<file path="config.mk">
export PLATFORM = sky130hd
export DESIGN_NAME = fifobuf_param
export DESIGN_NICKNAME = d
export VERILOG_FILES = /design/src/rtl/fifobuf_pkg.sv /design/src/rtl/fifobuf_dpram.sv /design/src/rtl/fifobuf_param.sv
export SDC_FILE = /design/constraint.sdc
export NUM_CORES = 1
export LEC_CHECK = 0
export CAP_MARGIN = 20
export CORE_MARGIN = 3
export CORE_UTILIZATION = 59
export CTS_CLUSTER_SIZE = 12
export DETAILED_ROUTE_END_ITERATION = 8
export PLACE_DENSITY = 0.79
export SETUP_SLACK_MARGIN = 0.1
export SLEW_MARGIN = 0
export SYNTH_ARGS = -nofsm -noshare
export SYNTH_HDL_FRONTEND = slang
export SYNTH_SLANG_ARGS = --single-unit
</file>
<file path="constraint.sdc">
create_clock -name clk -period 2.9 [get_ports clk]
set_input_delay 0.725 -clock clk [delete_from_list [all_inputs] [get_ports clk]]
set_output_delay 0.725 -clock clk [all_outputs]
set_load 0.05 [all_outputs]
</file>
<file path="src/rtl/fifobuf_pkg.sv">
// fifobuf_pkg
//   Shared definitions for the fifobuf family:
//   - MODE_STD / MODE_FWFT : read-mode selectors for the FWFT parameter
//   - log2w()              : ceil(log2(n)) with a floor of 1, used to size
//                            pointers and the level counter
package fifobuf_pkg;

   localparam int MODE_STD  = 0;
   localparam int MODE_FWFT = 1;

   function automatic int log2w(input int n);
      int r;
      r = 1;
      for (int i = 1; i < 31; i++) begin
         if ((1 << i) < n) r = i + 1;
      end
      return r;
   endfunction

endpackage

</file>
<file path="src/rtl/fifobuf_dpram.sv">
// fifobuf_dpram
//   Simple dual-port storage, DWIDTH x DEPTH, one write port and one read
//   port on the same clock. Both ports are synchronous: a read returns the
//   addressed word on rdata in the cycle after ren. No reset on contents.
// Ports:
//   clk   - clock, rising edge
//   wen   - write enable;  waddr / wdata - write address / data
//   ren   - read enable;   raddr        - read address
//   rdata - registered read data (holds while ren is low)
module fifobuf_dpram
   import fifobuf_pkg::*;
#(
   parameter int DWIDTH = 8,
   parameter int DEPTH  = 16,
   parameter int AW     = log2w(DEPTH)
) (
   input  logic              clk,
   input  logic              wen,
   input  logic [AW-1:0]     waddr,
   input  logic [DWIDTH-1:0] wdata,
   input  logic              ren,
   input  logic [AW-1:0]     raddr,
   output logic [DWIDTH-1:0] rdata
);

   logic [DWIDTH-1:0] mem [DEPTH];

   always_ff @(posedge clk) begin
      if (wen) mem[waddr] <= wdata;
      if (ren) rdata <= mem[raddr];
   end

endmodule

</file>
<file path="src/rtl/fifobuf_param.sv">
// fifobuf_param
//   Parameterised synchronous FIFO with standard or first-word-fall-through
//   read mode, registered status flags and sticky overflow/underflow flags.
// Ports:
//   clk, reset      - clock and synchronous active-high reset
//   wren, idata     - write request / data; accepted when wren && iready
//   iready          - not full
//   rden            - read request; accepted when rden && oready
//   odata           - read data (standard: registered after a read;
//                     FWFT: current head word while oready)
//   oready          - data available
//   level           - stored word count (log2(DEPTH)+1 bits)
//   afull / aempty  - level >= AFULL_TH / level <= AEMPTY_TH
//   ovf / udf / err - sticky overflow, underflow, and their OR
//   errclr          - clears ovf and udf (a coincident new error wins)
module fifobuf_param
   import fifobuf_pkg::*;
#(
   parameter int DWIDTH    = 8,
   parameter int DEPTH     = 16,
   parameter int FWFT      = MODE_STD,
   parameter int AFULL_TH  = DEPTH - 2,
   parameter int AEMPTY_TH = 2,
   localparam int AW       = log2w(DEPTH),
   localparam int LW       = AW + 1
) (
   input  logic              clk,
   input  logic              reset,
   input  logic              wren,
   input  logic [DWIDTH-1:0] idata,
   output logic              iready,
   input  logic              rden,
   output logic [DWIDTH-1:0] odata,
   output logic              oready,
   output logic [LW-1:0]     level,
   output logic              afull,
   output logic              aempty,
   output logic              ovf,
   output logic              udf,
   output logic              err,
   input  logic              errclr
);

   localparam logic [LW-1:0] DEPTH_L  = LW'(DEPTH);
   localparam logic [LW-1:0] AFULL_L  = LW'(AFULL_TH);
   localparam logic [LW-1:0] AEMPTY_L = LW'(AEMPTY_TH);

   logic [AW-1:0]     wptr, rptr, rptr_nxt;
   logic [LW-1:0]     level_nxt, level_after_rd;
   logic              we, re;
   logic              byp_load;
   logic              byp_sel_p1;
   logic [DWIDTH-1:0] byp_data_p1;
   logic [DWIDTH-1:0] ram_q_p1;
   logic              odv_p1;
   logic              ram_ren;
   logic [AW-1:0]     ram_raddr;

   // Acceptance uses the registered flags, so a full FIFO rejects a write
   // even when a read is accepted in the same cycle (and vice versa).
   assign we = wren & iready & ~reset;
   assign re = rden & oready & ~reset;

   assign rptr_nxt       = rptr + AW'(re);
   assign level_after_rd = level - LW'(re);

   // A write lands directly at the head when nothing else would remain
   // after this cycle's read; the RAM cannot deliver it in time, so the
   // word is captured in a bypass register instead.
   assign byp_load = we & (level_after_rd == '0);

   always_comb begin
      level_nxt = level;
      if (we && !re)      level_nxt = level + LW'(1);
      else if (re && !we) level_nxt = level - LW'(1);
   end

   always_ff @(posedge clk) begin
      if (reset) begin
         wptr       <= '0;
         rptr       <= '0;
         level      <= '0;
         iready     <= 1'b1;
         oready     <= 1'b0;
         afull      <= ('0 >= AFULL_L);
         aempty     <= 1'b1;
         ovf        <= 1'b0;
         udf        <= 1'b0;
         odv_p1     <= 1'b0;
         byp_sel_p1 <= 1'b0;
      end else begin
         if (we) wptr <= wptr + AW'(1);
         rptr       <= rptr_nxt;
         level      <= level_nxt;
         iready     <= (level_nxt != DEPTH_L);
         oready     <= (level_nxt != '0);
         afull      <= (level_nxt >= AFULL_L);
         aempty     <= (level_nxt <= AEMPTY_L);
         ovf        <= (ovf & ~errclr) | (wren & ~iready);
         udf        <= (udf & ~errclr) | (rden & ~oready);
         if (re) odv_p1 <= 1'b1;
         byp_sel_p1 <= byp_load;
      end
   end

   always_ff @(posedge clk) begin
      if (byp_load) byp_data_p1 <= idata;
   end

   // FWFT keeps the RAM output tracking the head the FIFO will have next
   // cycle; standard mode reads the head only on an accepted read so the
   // RAM output register holds odata between reads.
   assign ram_ren   = (FWFT == MODE_FWFT) ? 1'b1 : re;
   assign ram_raddr = (FWFT == MODE_FWFT) ? rptr_nxt : rptr;

   fifobuf_dpram #(
      .DWIDTH (DWIDTH),
      .DEPTH  (DEPTH),
      .AW     (AW)
   ) u_ram (
      .clk   (clk),
      .wen   (we),
      .waddr (wptr),
      .wdata (idata),
      .ren   (ram_ren),
      .raddr (ram_raddr),
      .rdata (ram_q_p1)
   );

   // ---- stage p1: output select ----
   // odv_p1 masks the unreset RAM register until a post-reset read has
   // loaded it, so no stale word is ever visible.
   always_comb begin
      odata = '0;
      if (FWFT == MODE_FWFT) begin
         if (oready) odata = byp_sel_p1 ? byp_data_p1 : ram_q_p1;
      end else begin
         if (odv_p1) odata = ram_q_p1;
      end
   end

   assign err = ovf | udf;

endmodule

</file>
Word level (Yosys, flattened, before mapping):

Memory sizes are Yosys's and may differ from the RTL's. A register that Yosys moved wholly into a read port is not among the register bits.
Cells that the tools add are included.

* add/subtract/negate cells: 4
* multipliers: 0
* divide/modulo/power cells: 0
* magnitude comparators: 2
* eq/ne operators: 1
* shifts and indexed selects: 0
* multiplexer cells: 5
* bitwise operators: 15
* reductions and logical operators: 5

Operators with widths (number)
* $mux 5: 2
* $and 1x1->1: 8
* $mux 8: 1
* $add 5x1->5 const B: 1
* $ge 5x4->1 const B: 1
* $le 5x2->1 const B: 1
* $ne 5x5->1 const B: 1
* $reduce_bool 5->1: 1
* $sub 5x1->5 const B: 1
* $add 4x1->4: 1
* $add 4x1->4 const B: 1
* $not 1->1: 4
* $or 1x1->1: 3
* $logic_and 1x1->1: 2
* $logic_not 1->1: 2
* $mux 1: 2

* register bits after elaboration: 20
* bits in latches: 0
* memory bits (writable): 128
* ROM bits: 0
* input port bits: 13
* output and inout bits: 20
* word-level logic and storage cells: 43
* memories: 1

Memory list
* u_ram.mem: depth 16, bits a word 8, read ports 1, clocked after Yosys merged registers in 1, wr ports 1, line fifobuf_dpram.sv:26 `logic [DWIDTH-1:0] mem [DEPTH];`

Longest topological paths before layout:

* word-level depth: 7
* gate-level depth with buffers: 8
* mapped depth without buffers: 8

Modules after synthesis:

A second synthesis with hierarchy kept.

* cells, all modules: 347
* area total of the unflattened synthesis: 6284.8 µm²

Modules (own cells, without submodules)
* fifobuf_dpram: times used 1, cells an instance 229, area each 5227.5 µm², sequential area each 4083.9 µm²
* fifobuf_param: times used 1, cells an instance 118, area each 1057.3 µm², sequential area each 400.4 µm²

Least setup slack after synthesis:

No wires, ideal clock.

* kind: input port to flip-flop
* from: input reset
* to: memory u_ram.mem[3][0], enable pin
* library setup time: 383 ps
* arrival: 1867 ps
* required time: 2517 ps
* slack: 649 ps
* cell stages on the path: 4
* buffers on the path: 1
* path through: clkbuf_1 > nor2_1 > nand2_1 > nor3_1

* word-level cells in the longest chain between the ends: 4

RTL lines
* from (decl): line fifobuf_param.sv:28 `input logic reset,`
* $not 1->1: line fifobuf_param.sv:61 `assign we = wren & iready & ~reset;`
* $and 1x1->1: line fifobuf_param.sv:61
* $mux 1: line fifobuf_dpram.sv:29 `if (wen) mem[waddr] <= wdata;`
* $mux 1 (implied by the code): line fifobuf_dpram.sv:29
* to (decl): line fifobuf_dpram.sv:26

No other way between the ends.

Worst setup path in the final report:

* from: register level[2]
* to: output level[2]

RTL lines
* from (decl): line fifobuf_param.sv:35 `output logic [LW-1:0] level,`
* from (signal assigned): line fifobuf_param.sv:94 `level <= level_nxt;`

No word-level cell between the ends.

==> out/metrics.yaml <==
status: "complete, no violations"
endpoint: "level[2]"
grt_pass1_vias: 3408
critPathMaxStageDelay_ps: 880
seq_area_frac_synth: 0.719
clock-root-buffer: "clkbuf_8"
synthFlopType: "edfxtp_1"
drtAntennaViolNets: 0
final_cell_mix: "edfxtp_1, mux4_2, clkdlybuf4s50_1, nor2_1"
num_vias: 3173
crit_chain: "clkdlybuf4s50_1"
tightest_slew_ps: 656
fin_crit_ps: 2640
final_core_util: 0.742
ir_worst_vdd_uv: 790
postCtsSetupRepairBufs: 0
worstRegToRegCells: 3
antenna_found_initial: 1
cts-htree-levels: 4
port_buffers: 32
nets: 412
worstPathArrival_ps: 1910
path_max_fanout: 9
cp_num_cells: 1
coreArea_sq_um: 10000
rsz0062_at_grt: "no"
antenna_cells: 0
hpwl_um: 7450
synth_area_per_cell_sq_um: 18.4
cts_tree: "built"
die_w_um: 109
initial_core_util: 0.623
setup_violations: 0
setup_tns_ps: 0
critPathBufInv: 1
cts_resized: 0
final_common_cell: "edfxtp_1"
path_class: "register to output pin"
crit_slowest_cell: "clkdlybuf4s50_1"
die-area_sq_um: 11800
drc: 0
yosysWarnings: 0
grt-ovfl-total: 0
p_leak_nw: 2.43
rrSetupSlack_ps: 950
drive_above_1_share: 0.240
io_pins: 33
finalCritPeriodShare: 0.910
r2r-start: "ram_raddr[1]"
clk_latency_ps: 530
hold_viol: 0
slew_headroom: 0.562
die_h_um: 109
routabilityCongestion: 0.856
synthArstFlopShare: 0
crit_path_end_kind: "output pin"
syn-num-nets: 359
grt_pass1_wl_um: 18900
cts_max_path_buffers: 2
num_rows: 36
cpLargestDelayFamily: "buffers and inverters"
viasPerCell: 5.91
synth_area_sq_um: 6230
ys_ff_latch: 156
dr.pass1.iters: 4
synth_cells: 339
wl_um: 11500
synth.distinct_cells: 39
cp.required_ps: 2170
cts_hold_buf: 0
grt_max_degree: 35
grt.total_usage: 0.223
startpoint_type: "register"
cts-buffers-inserted: 17
crit_path_start: "level[2]"
synth-edff-count: 136
hold_path.class: "register to register"
wl_per_cell_um: 21.5
power.density_nw_per_um2: 772
cts_sinks: 156
path_clk_slew_ps: 70
max_clock_freq_mhz: 379
fin_worst_skew_ps: 10.9
r2r-end: "u_ram.rdata[3]"
drv_slew: 0
maxCapViolCount: 0
drt_iter0_markers: 192
syn2layout_area_growth_pct: 19.0
[state kept, by name, indices dropped and copies added, names as in the netlist, 4 cells and up]
name,count
u_ram.rdata,8
level,5
ram_raddr,4
wptr,4
u_ram.mem,128
[per-stage QoR]
step	setup WS, ps	hold WS (ps)	power, mW	instance area, sq um	std cells
5_1_grt	164	510	5.93	7420	537
6_report	260	490	5.73	7420	537
4_1_cts	240	494	5.77	7420	537
3_3_place_gp	259	468	3.41	6790	506
3_5_place_dp	228	483	3.43	6790	506
2_1_floorplan	649	482	3.20	6230	339
[how the worst min path moves through the flow]
| stage | from | to | slack, ps | cells after the start |
|---|---|---|---|---|
| finish | udf | udf | 490 | 2 |
| global route | udf | udf | 510 | 2 |
| global placement | ovf | ovf | 470 | 2 |
| CTS | udf | udf | 490 | 2 |
| floorplan | wptr[1] | wptr[1] | 480 | 2 |
| detailed placement | udf | udf | 480 | 2 |
[synth_stat cells, types with 3 or more instances]
library cell    n  share of area
a21oi_1         6         0.0048
and2_1          9         0.0090
buf_2           3         0.0024
buf_6           3         0.0054
clkbuf_1       10         0.0060
dfxtp_1        20          0.064
edfxtp_1      136           0.66
ha_1            7          0.014
inv_1           6         0.0036
mux4_2         40           0.14
nand2_1        12         0.0072
nand2b_1        6         0.0060
nand4_1         3         0.0030
nor2_1         30          0.018
nor3_1          9         0.0072
o21ai_0         4         0.0032
xnor2_1         6         0.0084
xor2_1          5         0.0070
[cells by family (layout without fill, tap and decap cells)]
| kind of cell | after synthesis | in the layout | share of synthesized area |
|---|---|---|---|
| XOR/XNOR | 11 | 11 | 0.0155 |
| AO/OA/AOI/OAI | 20 | 20 | 0.0229 |
| multiplexers | 41 | 41 | 0.146 |
| AND/OR/NAND/NOR | 80 | 80 | 0.0628 |
| adder cells (fa/ha/maj) | 7 | 7 | 0.0140 |
| flip-flops | 156 | 156 | 0.719 |
| buffers and inverters | 24 | 89 | 0.0193 |
[power by group]
part | switching [mW] | internal (mW) | total, mW
clock network | 0.851 | 1.48 | 2.34
logic | 0.473 | 0.353 | 0.826
registers | 0.0557 | 2.51 | 2.57
total | 1.38 | 4.35 | 5.73
[layout make-up]
class | count | area (sq um)
flip-flops and latches | 156 | 4490
fillers | 575 | 2580
multi-input cells | 159 | 1630
repair buffers | 52 | 483
clock buffers | 17 | 414
clock inverters | 14 | 219
well taps | 133 | 166
inverters | 6 | 22.5
[metal layers]
layer	vias up	wire length, um	GRT usage
li1	1435	-	-
met1	1629	4850	0.304
met2	94	5900	0.356
met3	13	639	0.0604
met4	2	126	0.0757
met5	-	20	0
Note: power is estimated with default switching activity, not from simulation.
